## config.mk

```make
export PLATFORM = sky130hd
export DESIGN_NAME = spi_reg_bank
export DESIGN_NICKNAME = d
export VERILOG_FILES = /design/src/rtl/spi_pkg.sv /design/src/rtl/spi_reg_decode.sv /design/src/rtl/spi_reg_bank.sv
export SDC_FILE = /design/constraint.sdc
export NUM_CORES = 1
export LEC_CHECK = 0
export BUFFER_PORTS_ARGS = -buffer_cell sky130_fd_sc_hd__buf_2
export CORE_MARGIN = 1.5
export CORE_UTILIZATION = 60
export CTS_BUF_LIST = sky130_fd_sc_hd__clkbuf_4
export DETAILED_ROUTE_END_ITERATION = 8
export PLACE_DENSITY = 0.88
export SYNTH_ARGS = -nofsm -noshare
export SYNTH_HDL_FRONTEND = slang
export SYNTH_HIERARCHICAL = 1
export SYNTH_SLANG_ARGS = --single-unit
```

## constraint.sdc

```tcl
create_clock -name clk -period 4.63 [get_ports clk]
set_clock_uncertainty 0.05 [all_clocks]
set_input_delay 0 -clock clk [delete_from_list [all_inputs] [get_ports clk]]
set_output_delay 0 -clock clk [all_outputs]
set_load 0.02 [all_outputs]
```

## src/rtl/spi_pkg.sv

```systemverilog
// Shared definitions for the SPI register bank: FSM states and the fixed address map.
package spi_pkg;

  typedef enum logic [1:0] {
    IDLE    = 2'd0,
    RD_HOLD = 2'd1,
    WR_WAIT = 2'd2,
    WR_DONE = 2'd3
  } state_t;

  localparam int ADDR_ID      = 'h00;
  localparam int ADDR_STATUS  = 'h01;
  localparam int ADDR_RW_BASE = 'h02;
  localparam int ADDR_ERRCNT  = 'h7F;

endpackage

```

## src/rtl/spi_reg_decode.sv

```systemverilog
// Combinational address decode and read mux for the SPI register bank.
module spi_reg_decode
  import spi_pkg::*;
#(
  parameter int         NREGS    = 8,
  parameter logic [7:0] ID_VALUE = 8'hA5,
  parameter int         addrsz   = 7,
  parameter int         payload  = 8
) (
  input  logic [addrsz-1:0]        addr,
  input  logic [NREGS*payload-1:0] regs,
  input  logic [payload-1:0]       status,
  input  logic [payload-1:0]       errcnt,
  output logic [payload-1:0]       rd_data,
  output logic                     is_rw,
  output logic                     is_ro,
  output logic                     is_err,
  output logic                     is_unmapped,
  output logic [NREGS-1:0]         rw_sel
);

  int a;
  assign a = int'(addr);

  // rw_sel is one-hot over the RW window; unmapped addresses read as zero
  always_comb begin
    rd_data = '0;
    rw_sel  = '0;
    for (int k = 0; k < NREGS; k++) begin
      if (a == ADDR_RW_BASE + k) begin
        rw_sel[k] = 1'b1;
        rd_data   = regs[k*payload +: payload];
      end
    end
    is_rw       = |rw_sel;
    is_ro       = (a == ADDR_ID) || (a == ADDR_STATUS);
    is_err      = (a == ADDR_ERRCNT);
    is_unmapped = !(is_rw || is_ro || is_err);
    if (a == ADDR_ID)
      rd_data = payload'(ID_VALUE);
    else if (a == ADDR_STATUS)
      rd_data = status;
    else if (is_err)
      rd_data = errcnt;
  end

endmodule

```

## src/rtl/spi_reg_bank.sv

```systemverilog
// SPI-facing register bank: ID, live STATUS, NREGS RW registers and a saturating error counter.
module spi_reg_bank
  import spi_pkg::*;
#(
  parameter int         NREGS    = 8,
  parameter logic [7:0] ID_VALUE = 8'hA5,
  parameter int         addrsz   = 7,
  parameter int         payload  = 8
) (
  input  logic                     clk,
  input  logic                     reset,
  input  logic [addrsz-1:0]        addr,
  input  logic                     addr_dv,
  input  logic                     rw_out,
  input  logic [payload-1:0]       rx_d,
  input  logic                     rxdv,
  input  logic [payload-1:0]       status_in,
  output logic [payload-1:0]       tx_d,
  output logic                     tx_en,
  output logic [NREGS*payload-1:0] regs_out,
  output logic                     wr_stb,
  output logic [addrsz-1:0]        wr_addr
);

  state_t               state;
  logic [payload-1:0]   status_reg;
  logic [payload-1:0]   errcnt;
  logic [payload-1:0]   rd_data;
  logic                 is_rw, is_ro, is_err, is_unmapped;
  logic [NREGS-1:0]     rw_sel;

  spi_reg_decode #(
    .NREGS   (NREGS),
    .ID_VALUE(ID_VALUE),
    .addrsz  (addrsz),
    .payload (payload)
  ) u_decode (
    .addr       (addr),
    .regs       (regs_out),
    .status     (status_reg),
    .errcnt     (errcnt),
    .rd_data    (rd_data),
    .is_rw      (is_rw),
    .is_ro      (is_ro),
    .is_err     (is_err),
    .is_unmapped(is_unmapped),
    .rw_sel     (rw_sel)
  );

  always_ff @(posedge clk) begin
    if (reset) begin
      state      <= IDLE;
      tx_d       <= '0;
      tx_en      <= 1'b0;
      wr_stb     <= 1'b0;
      wr_addr    <= '0;
      regs_out   <= '0;
      errcnt     <= '0;
      status_reg <= '0;
    end else begin
      status_reg <= status_in;
      wr_stb     <= 1'b0;
      // Dropping addr_dv ends the transaction from any state
      if (!addr_dv) begin
        state <= IDLE;
        tx_en <= 1'b0;
        tx_d  <= '0;
      end else begin
        case (state)
          IDLE: begin
            if (rw_out) begin
              tx_d  <= rd_data;
              tx_en <= 1'b1;
              state <= RD_HOLD;
              if (is_unmapped && errcnt != {payload{1'b1}})
                errcnt <= errcnt + payload'(1);
            end else begin
              state <= WR_WAIT;
            end
          end
          RD_HOLD: ;
          WR_WAIT: begin
            if (rxdv) begin
              state <= WR_DONE;
              if (is_rw) begin
                for (int k = 0; k < NREGS; k++)
                  if (rw_sel[k]) regs_out[k*payload +: payload] <= rx_d;
                wr_stb  <= 1'b1;
                wr_addr <= addr;
              end else if (is_err) begin
                errcnt <= '0;
              end else if (!is_ro && errcnt != {payload{1'b1}}) begin
                errcnt <= errcnt + payload'(1);
              end
            end
          end
          WR_DONE: ;
          default: state <= IDLE;
        endcase
      end
    end
  end

endmodule
```

== Word-level counts from Yosys, hierarchy flattened ==
Index checks and enable logic that the tools add are counted.

* Flip-flop bits (word level): 99
* Input bits: 28
* Word-level logic and storage cells: 91

* Bitwise operators: 3
* Equality and inequality tests: 17
* Reduce and logical (&&, ||, !) cells: 25
* Add/sub/neg operators: 1
* Muxes and demuxes: 30

{| class="wikitable"
|+ Operators by type and width
! operator !! count
|-
| $mux W8 || 17
|-
| $reduce_and A5 Y1 || 8
|-
| $logic_not A32 Y1 || 1
|-
| $eq A7 B4 Y1 const B || 4
|-
| $pmux W8 S2 || 1
|-
| $eq A7 B3 Y1 const B || 2
|-
| $eq A7 B5 Y1 const B || 2
|-
| $mux W1 || 9
|-
| $add A8 B1 Y8 const B || 1
|-
| $ne A2 B2 Y1 const B || 4
|-
| $ne A8 B8 Y1 const B || 1
|-
| $reduce_or A8 Y1 || 1
|-
| $eq A7 B1 Y1 const B || 1
|-
| $eq A7 B2 Y1 const B || 1
|-
| $reduce_and A7 Y1 || 1
|-
| $mux W2 || 2
|-
| $pmux W2 S2 || 1
|-
| $reduce_and A2 Y1 || 2
|-
| $reduce_and A4 Y1 || 1
|-
| $reduce_or A4 Y1 || 1
|-
| $logic_or A1 B1 Y1 || 3
|-
| $ne A3 B3 Y1 const B || 1
|-
| $not A1 Y1 || 3
|-
| $eq A2 B2 Y1 const B || 1
|-
| other kinds (5) || 7
|}

== Logic depth before layout (Yosys ltp) ==
Gate-level depths: netlist of run 1.

* Word-level depth: 12
* Depth in mapped cells: 9
* Depth with buffers taken out: 9

== Hierarchy ==
Netlist of run 1, hierarchy kept.

{| class="wikitable"
|+ By module, submodules not included
! module !! area each (µm²) !! instances !! cells an instance !! sequential area each (µm²)
|-
| spi_reg_bank || 3,761.1 || 1 || 387 || 1,981.9
|-
| spi_reg_decode || 924.6 || 1 || 152 || 0.0
|}

== Worst setup path before layout of run 1 ==
No wires, ideal clock.

* Path type: in2reg
* Start point: input addr[1]
* End point: register regs_out[10]
* Slack: 2.687 ns
* Cell stages on the path: 8
* Data arrival time: 1.765 ns
* Required time: 4.452 ns
* Cells stage by stage: clkbuf_1 -> clkbuf_1 -> o21bai_1 -> a21oi_1 -> buf_1 -> nand3_2 -> mux2i_1 -> nor2_1

* Cells in the longest elaborated chain, start to end: 4
* Elaborated cells between the ends (all ways): 18
* Classes of those cells: eq/ne: 8; mux: 8; reduce/logical: 2

{| class="wikitable"
|+ RTL lines
! what !! line !! source
|-
| start, declared || spi_reg_bank.sv:12 || <nowiki>input logic [addrsz-1:0] addr,</nowiki>
|-
| $eq A7 B3 Y1 (tied with other cells) || spi_reg_decode.sv:30 || <nowiki>if (a == ADDR_RW_BASE + k) begin</nowiki>
|-
| $mux W1 || spi_reg_decode.sv:30 ||
|-
| $reduce_or A8 Y1 (*) || spi_reg_decode.sv:35 || <nowiki>is_rw = |rw_sel;</nowiki>
|-
| via is_rw || spi_reg_bank.sv:29 || <nowiki>logic is_rw, is_ro, is_err, is_unmapped;</nowiki>
|-
| $reduce_and A5 Y1 (no line) (*) || n/a ||
|-
| end signal, assigned by index || spi_reg_bank.sv:87 || <nowiki>if (rw_sel[k]) regs_out[k*payload +: payload] <= rx_d;</nowiki>
|-
| end, declared || spi_reg_bank.sv:20 || <nowiki>output logic [NREGS*payload-1:0] regs_out,</nowiki>
|}

The timed path passes the listed nets; every way through them passes the cells marked *.
A chain may end at the register's enable or synchronous reset.

== Worst setup path in the final report of run 1 ==
* Start point: input addr[2]
* End point: register regs_out[42]

The elaborated chain is that of the path after synthesis.

==> qor.csv, run 1 <==
metric,value,unit
Worst Hold Class,input pin to register,
Final Cell Area,5610,µm²
GR peak layer,met2,
largest family of logic cells by synthesized area,simple AND/OR/NAND/NOR gates,
Area contributors post-synth,"dfxtp_1 42%, mux2i_1 15%, nor2_1 7.3%",
fin nets,677,
XOR/XNOR share of the synthesized area,0,%
fillers,551,
ys async rst share,0,%
final-report max-slew violation count,0,
Multi-input gate area,2490,µm²
total grt overflow,0,
ys flop type,dfxtp_1,
GRT met3 Usage,5.36,%
PwrDens,259,nW/µm²
drt pass-1 iters,6,
Crit path arrival time,3280,ps
first-pass GRT wire length,21.3,mm
Post-synth EDFFs,0,
Pleak,2.77,nW
ant diodes,0,
die area,8350,µm²
Reg area,1980,µm²
Root Driver,clkbuf_4,
Post-DRT Antenna Nets,0,
Initial DRC Count,603,
Yosys top cell by area,dfxtp_1,
IO Port Bufs,108,
f_max,0.333,GHz
Layout area overhead,19.7,%
Avg WL per Cell,17.9,µm
min Tclk post-route,3000,ps
met2 GRT Util,50.1,%
"Clk Latency, worst-skew pair",460,ps
H-tree depth,3,
multiplexer area fraction after synthesis,15.7,%
drt drc,0,
sequential-to-total area share from yosys stat,42.3,%
Synth Area in Simple Gates,20.8,%
Reg with most FFs,regs_out,
CP Class,input pin to register,
Synth Instances,539,
row count,32,
Setup Viol. Count Final,0,
Mapped Avg Cell Area,8.69,µm²
Ports,109,
synth unique cells,56,
Syn Nets,568,
setup_tns,0,ps
largest net degree at the start of global routing,54,
core area,7650,µm²
Largest register FFs,64,
chip height,91.4,µm
Max Cap Viol,0,
top-count cell post-synth,dfxtp_1,
yosys warns,6,
Tot GR Track Use,32.0,%
chip width,91.4,µm
via count,4719,
Synth Area in Compound Gates,16.3,%
adder-cell share of the synthesized area,0.267,%
vias in the first global route,4332,
TritonCTS clock tree,built,
number of synthesized register bits,99,
Final Routed Wirelength,13.5,mm
Initial Util,61.3,%
final worst-path cycle share,64.9,%
total power,1.46,mW
"top cells by count, synth","99 x dfxtp_1, 91 x nor2_1, 69 x mux2i_1",
Slew HR,18.7,%
Mapped Area,4690,µm²
maximum vdd drop,161,µV
share of the synthesized area in the top cell type,42.3,%
Worst setup EP type,register,
Placed Area,5220,µm²
worst slew pin tran,1220,ps
Longest Clk Path Bufs,2,
WP data required,4900,ps
RePlAce Congestion,0.956,
DP Wirelength,9.34,mm
initial antenna violation count,0,
RSZ-0062 raised after global routing,false,
Via density,6.25,
TritonCTS Buffers,9,
layout cells sized above 1,22.4,%
Max Fanout on Critical Path,27,
CP Launch Type,input pin,
Worst Hold Slack,21.8,ps
final hold violation count,0,
"Reg clk slew, reported paths",150,ps
Sink Count,99,
met1 GRT Util,42.4,%
status,completed,
through the flow:
stage / setup slack (ps) / utilization, % / std cells
floorplan: 2690 / - / 539
global placement: 1910 / 68.2 / 714
detailed placement: 1820 / 68.2 / 714
CTS: 1750 / 73.4 / 755
global route: 1560 / 73.4 / 755
finish: 1630 / 73.4 / 755
layout by cell type (no fill, tap or decap), drive strengths merged, types with 3 or more instances in the layout:
cell type / instances
o32ai: 7
nand3: 12
or4: 3
nor2b: 12
nor3: 9
nor2: 91
o22ai: 5
clkbuf: 9
inv: 16
mux2i: 69
o31a: 3
nand2b: 7
o21ai: 23
nand3b: 3
nand4: 5
clkinv: 5
nand2: 35
a31oi: 6
a22oi: 4
dfxtp: 99
dlygate4sd3: 25
a221o: 6
or3: 5
a221oi: 3
buf: 110
a21oi: 40
a211oi: 8
what timing repair did:
action,4_1_cts,5_1_grt
resized for setup,0,0
endpoints found under the hold margin,88,0
hold buffers,25,0
setup buffers,0,0
area by class of cell:
type                       count  share of cell area (%)
clock buffer                   9                    1.20
clock inverter                 7                    1.34
inverter                      17                    1.14
multi-input combinational    386                    44.4
sequential                    99                    35.3
tap                          102                    2.27
timing repair buffer         135                    14.4
worst max-delay path, cell delays in order:
cell and delay, ps:
dlygate4sd3_1 540, buf_2 270, or3b_2 510, a21oi_1 940, nand3_2 630, mux2i_1 330
nor2_1 50
final timing paths:
path	from	depth (start not counted)	endpoint	slack, ps
setup / recovery	addr[2]	7	regs_out[42]	1630
hold / removal	addr_dv	3	tx_d[4]	20
setup reg to reg	state[0]	4	regs_out[42]	2520
hold reg to reg	wr_addr[5]	2	wr_addr[5]	420
metal layers:
layer | part of all wire, % | up-vias | wire length (µm)
li1 | - | 2132 | -
met1 | 41 | 2218 | 5550
met2 | 47 | 308 | 6300
met3 | 8.7 | 61 | 1180
met4 | 3.6 | 0 | 489
met5 | 0 | - | 0
cells by family after synthesis:
logic type | Yosys count
fa+ha+maj | 1
simple gates | 196
buf+inv | 54
mux | 72
compound gates | 117
flops | 99
power breakdown:
group	internal [mW]	leakage [nW]	switching (mW)
logic	0.0456	1.90	0.0733
registers	0.859	0.800	0.00709
clock network	0.168	0.0706	0.303
total	1.07	2.77	0.384
Note: power is estimated with default switching activity, not from simulation.
==> inputs of run 2 (changes only) <==
CORE_UTILIZATION = 50   (was 60)
PLACE_DENSITY = 0.78   (was 0.88)
clock period = 2.62 ns   (was 4.63 ns; I/O delays follow)
==> run 2 against run 1 <==
Utilization down 11 points; sequential power up 77%; combinational power up 85%; count of clock-buffer cells in the layout up 1; flip-flop and latch count unchanged; critical endpoint is now errcnt[2].
==> qor.csv, run 2 (same netlist as run 1, synthesis figures left out) <==
metric,value,unit
Flop pwr share,59.5,%
Worst setup EP type,register,
vias in the first global route,4216,
Longest Clk Path Bufs,2,
TritonCTS Buffers,9,
DP Wirelength,9.89,mm
Post-DRT Antenna Nets,0,
Tot GR Track Use,27.7,%
P_int,1.91,mW
Largest register FFs,64,
RSZ-0062 raised after global routing,false,
"commonest non-fill, non-tap cell in the layout",buf_2,
final worst-path cycle share,92.0,%
Reg with most FFs,regs_out,
"Endpoint, Worst Hold",wr_addr[0],
first-pass GRT wire length,21.8,mm
Pleak,2.83,nW
Sw Ratio,25.9,%
initial antenna violation count,0,
reg2reg start,state[0],
ant diodes,0,
Avg WL per Cell,17.9,µm
worst slew pin tran,628,ps
Crit-path slowest cell,or4_4,
hold depth,4,
f_max,0.415,GHz
HP Start,addr[0],
"commonest non-fill, non-tap cells in the layout","108 x buf_2, 99 x dfxtp_1, 91 x nor2_1",
Final Cell Area,5720,µm²
PwrDens,450,nW/µm²
via count,4574,
buffering stage count on the worst path with inverters included,3,
critical path's top delay family,simple AND/OR/NAND/NOR gates,
"Clk Latency, worst-skew pair",460,ps
Gate power share,8.5,%
final-report max-slew violation count,0,
core area,9150,µm²
Initial DRC Count,416,
row count,35,
Final Routed Wirelength,13.9,mm
chip height,99.8,µm
hold_buf cts,27,
CP Class,input pin to register,
Initial Util,51.2,%
total power,2.57,mW
RePlAce Congestion,0.966,
Max Cap Viol,0,
Slew HR,58.2,%
reg-to-reg endpoint,regs_out[36],
setup repair bufs after CTS,0,
TritonCTS clock tree,built,
Ports,109,
Worst Hold Class,input pin to register,
final hold violation count,0,
IO Port Bufs,108,
setup_tns,0,ps
Placed Area,5310,µm²
H-tree depth,3,
status,completed,
chip width,99.8,µm
layout cells sized above 1,23.7,%
drt drc,0,
reg2reg setup slack,450,ps
Layout area overhead,22.1,%
"Largest stage delay, worst path",640,ps
min Tclk post-route,2410,ps
Crit path arrival time,2720,ps
CP Cell Sequence,"dlygate4sd3_1, buf_2, or4_4, or3_1, clkinv_1, nand2_1, o21ai_1, a211oi_1, o32ai_1",
Sink Count,99,
"Reg clk slew, reported paths",150,ps
drt pass-1 iters,6,
Max Fanout on Critical Path,12,
total grt overflow,0,
Worst Reg-to-Reg Cells,4,
maximum vdd drop,245,µV
Setup Viol. Count Final,0,
Switching Power,0.666,mW
CP Launch Type,input pin,
power share of the clock group,32.0,%
fin nets,690,
Post-CTS Resized,0,
Root Driver,clkbuf_4,
largest net degree at the start of global routing,43,
die area,9960,µm²
WP data required,2930,ps
Via density,5.89,
==> run 2: changes by cell type in the layout (fill, tap and decap cells not counted), sizes merged <==
cell and change:
inv -2, clkinvlp +1, dlygate4sd3 +2, clkbuf +1, buf +11
==> run 2: per-layer routing <==
metal,share of wire (%),vias up,GRT usage (%)
li1,-,2161,-
met5,0,-,0
met4,3.3,0,11.6
met3,7.4,49,4.74
met1,45,2151,38.5
met2,44,213,42.8
==> run 2: tightest hold or removal path, stage by stage <==
cell	delay, ps
buf_2	110
buf_4	240
nand2_1	100
a21oi_1	60
==> run 2: metrics by stage <==
stage | hold WS (ps) | utilization (%) | cells | setup WS [ps]
floorplan | 78.2 | - | 539 | 677
global placement | 156 | 58.0 | 734 | 448
detailed placement | 164 | 58.0 | 734 | 350
CTS | 34.6 | 62.5 | 777 | 274
global route | 84.5 | 62.5 | 777 | 99.7
finish | 44.6 | 62.5 | 777 | 210
==> run 2: layout make-up <==
cell class | instances | area, µm²
Fill cell | 830 | 3430
Multi-Input combinational cell | 386 | 2490
Tap cell | 111 | 139
Inverter | 17 | 63.8
Clock inverter | 6 | 66.3
Sequential cell | 99 | 1980
Timing Repair Buffer | 148 | 908
Clock buffer | 10 | 75.1
==> run 2: worst max-delay path by stage <==
stage,start,to,slack (ps),depth (start not counted)
2_1_floorplan,addr[1],regs_out[10],680,8
3_3_place_gp,addr[6],errcnt[6],450,8
3_5_place_dp,addr[6],errcnt[6],350,9
4_1_cts,addr[6],errcnt[2],270,9
5_1_grt,addr[6],errcnt[2],100,9
6_report,addr[6],errcnt[2],210,9
==> run 2: power groups by stage <==
stage | sequential, mW | clock (mW) | combinational, mW
global route | 1.53 | 0.894 | 0.237
global placement | 1.56 | 0 | 0.180
CTS | 1.53 | 0.838 | 0.216
detailed placement | 1.56 | 0 | 0.184
finish | 1.53 | 0.823 | 0.220
floorplan | 1.56 | 0 | 0.125
==> inputs of run 3 (changes only) <==
REMOVE_ABC_BUFFERS = 1   (was not set)
clock period = 2.1 ns   (was 2.62 ns; I/O delays follow)
==> run 3 against run 2 <==
Cell count up 1.5%; routed wire length down 1.2%; hold slack worse by 24 ps; utilization up 1.7 points; via count up 1.8%; sequential power up 25%; power up 28%; die area unchanged; cell area up 2.7%; count of clock-buffer cells in the layout down 1; critical path type unchanged; largest power group unchanged; highest routed layer unchanged.
==> qor.csv, run 3 (same netlist as run 1, synthesis figures left out) <==
metric,value,unit
largest net degree at the start of global routing,68,
maximum vdd drop,345,µV
final hold violation count,0,
Gate power share,9.2,%
CP Launch Type,input pin,
Critical Path Stages,10,
critical path's top delay family,buffers and inverters,
CP Cell Sequence,"buf_2, dlygate4sd3_1, buf_4, nand2b_1, o32ai_2, a22oi_1, or4_1, a21oi_1, nand2_1, a21oi_1",
Post-DRT Antenna Nets,0,
Largest register FFs,64,
Setup Viol. Count Final,0,
initial antenna violation count,1,
capture point of the critical path,tx_d[7],
drt pass-1 iters,7,
Sw Ratio,26.9,%
Initial Util,51.2,%
Slew HR,61.2,%
chip height,99.8,µm
fin nets,701,
final-report max-slew violation count,0,
core area,9150,µm²
Sink Count,99,
power share of the clock group,32.9,%
Tot GR Track Use,28.1,%
min Tclk post-route,2010,ps
H-tree depth,3,
Worst Hold Class,input pin to register,
setup repair bufs after CTS,0,
PwrDens,559,nW/µm²
Crit path arrival time,2350,ps
"Reg clk slew, reported paths",150,ps
final worst-path cycle share,95.7,%
WP data required,2450,ps
Layout area overhead,25.5,%
Max Cap Viol,0,
buffering stage count on the worst path with inverters included,3,
Longest Clk Path Bufs,2,
"most used cell, CP",a21oi_1,
"Largest stage delay, worst path",570,ps
reg2reg setup slack,210,ps
total power,3.29,mW
Worst Hold Slack,21.1,ps
chip width,99.8,µm
Initial DRC Count,432,
drt drc,0,
worst slew pin tran,582,ps
Ports,109,
Reg with most FFs,regs_out,
Crit-path slowest cell,dlygate4sd3_1,
reg2reg start,state[1],
layout cells sized above 1,24.8,%
CP Class,input pin to register,
TritonCTS clock tree,built,
Via density,5.90,
"commonest non-fill, non-tap cells in the layout","108 x buf_2, 99 x dfxtp_1, 91 x nor2_1",
vias in the first global route,4376,
TritonCTS Buffers,9,
die area,9960,µm²
Flop pwr share,58.0,%
crit path launch,addr[1],
IO Port Bufs,108,
via count,4655,
"commonest non-fill, non-tap cell in the layout",buf_2,
Avg WL per Cell,17.4,µm
RePlAce Congestion,0.930,
row count,35,
Max Fanout on Critical Path,18,
Pleak,2.91,nW
P_int,2.40,mW
"Clk Latency, worst-skew pair",470,ps
reg-to-reg endpoint,errcnt[3],
first-pass GRT wire length,22.0,mm
Worst setup EP type,register,
Worst Reg-to-Reg Cells,4,
DP Worst Slack,-86.7,ps
f_max,0.498,GHz
status,completed,
Root Driver,clkbuf_4,
Switching Power,0.885,mW
total grt overflow,0,
PnR worst setup slack,91.3,ps
Final Routed Wirelength,13.8,mm
DP Wirelength,9.66,mm
==> run 3: timing repair <==
action | CTS | global route
resized for setup | 0 | 3
endpoints found under the hold margin | 90 | 0
setup endpoints to repair | 0 | 3
hold buffers | 31 | 0
==> run 3: metrics by stage <==
stage          TNS, ps  utilization [%]  instances  instance area, µm²
2_1_floorplan        0                -        502                4530
3_3_place_gp         0             59.0        741                5400
3_5_place_dp      -200             59.0        741                5400
4_1_cts              0             64.0        788                5860
5_1_grt          -7.09             64.2        789                5880
6_report             0             64.2        789                5880
==> run 3: final cells by class <==
class	instances	area, µm²
inverter	17	67.6
fill	777	3270
clock inverter	7	82.6
clock buffer	9	67.6
timing repair buffer	159	1040
multi-input combinational	386	2500
sequential	99	1980
tap	111	139
antenna	1	2.50
==> run 3: routing by layer <==
layer | vias to the layer above | part of all wire, % | global-route usage (%)
li1 | 2177 | - | -
met1 | 2144 | 41 | 35.8
met2 | 285 | 46 | 46.4
met3 | 49 | 8.5 | 4.39
met4 | 0 | 3.8 | 14.1
met5 | - | 0 | 0
==> run 3: power groups by stage <==
stage	clock (mW)	combinational (mW)	sequential [mW]
floorplan	0	0.0938	1.95
finish	1.08	0.302	1.91
global placement	0	0.243	1.95
global route	1.17	0.322	1.91
CTS	1.08	0.293	1.91
detailed placement	0	0.247	1.95
==> run 3: worst reg2reg max path: cells and delay by family, from the launching register on <==
family / cells / cell delay, ps
AOI/OAI and AO/OA: 3 / 1100
DFF: 1 / 520
and+or+nand+nor: 1 / 120
==> run 3: worst min path at each step <==
stage	depth (start not counted)	from	endpoint
6_report	3	addr_dv	tx_en
5_1_grt	3	addr_dv	tx_d[0]
4_1_cts	3	addr_dv	tx_en
3_5_place_dp	2	status_in[1]	status_reg[1]
3_3_place_gp	2	status_in[7]	status_reg[7]
2_1_floorplan	1	reset	wr_addr[0]
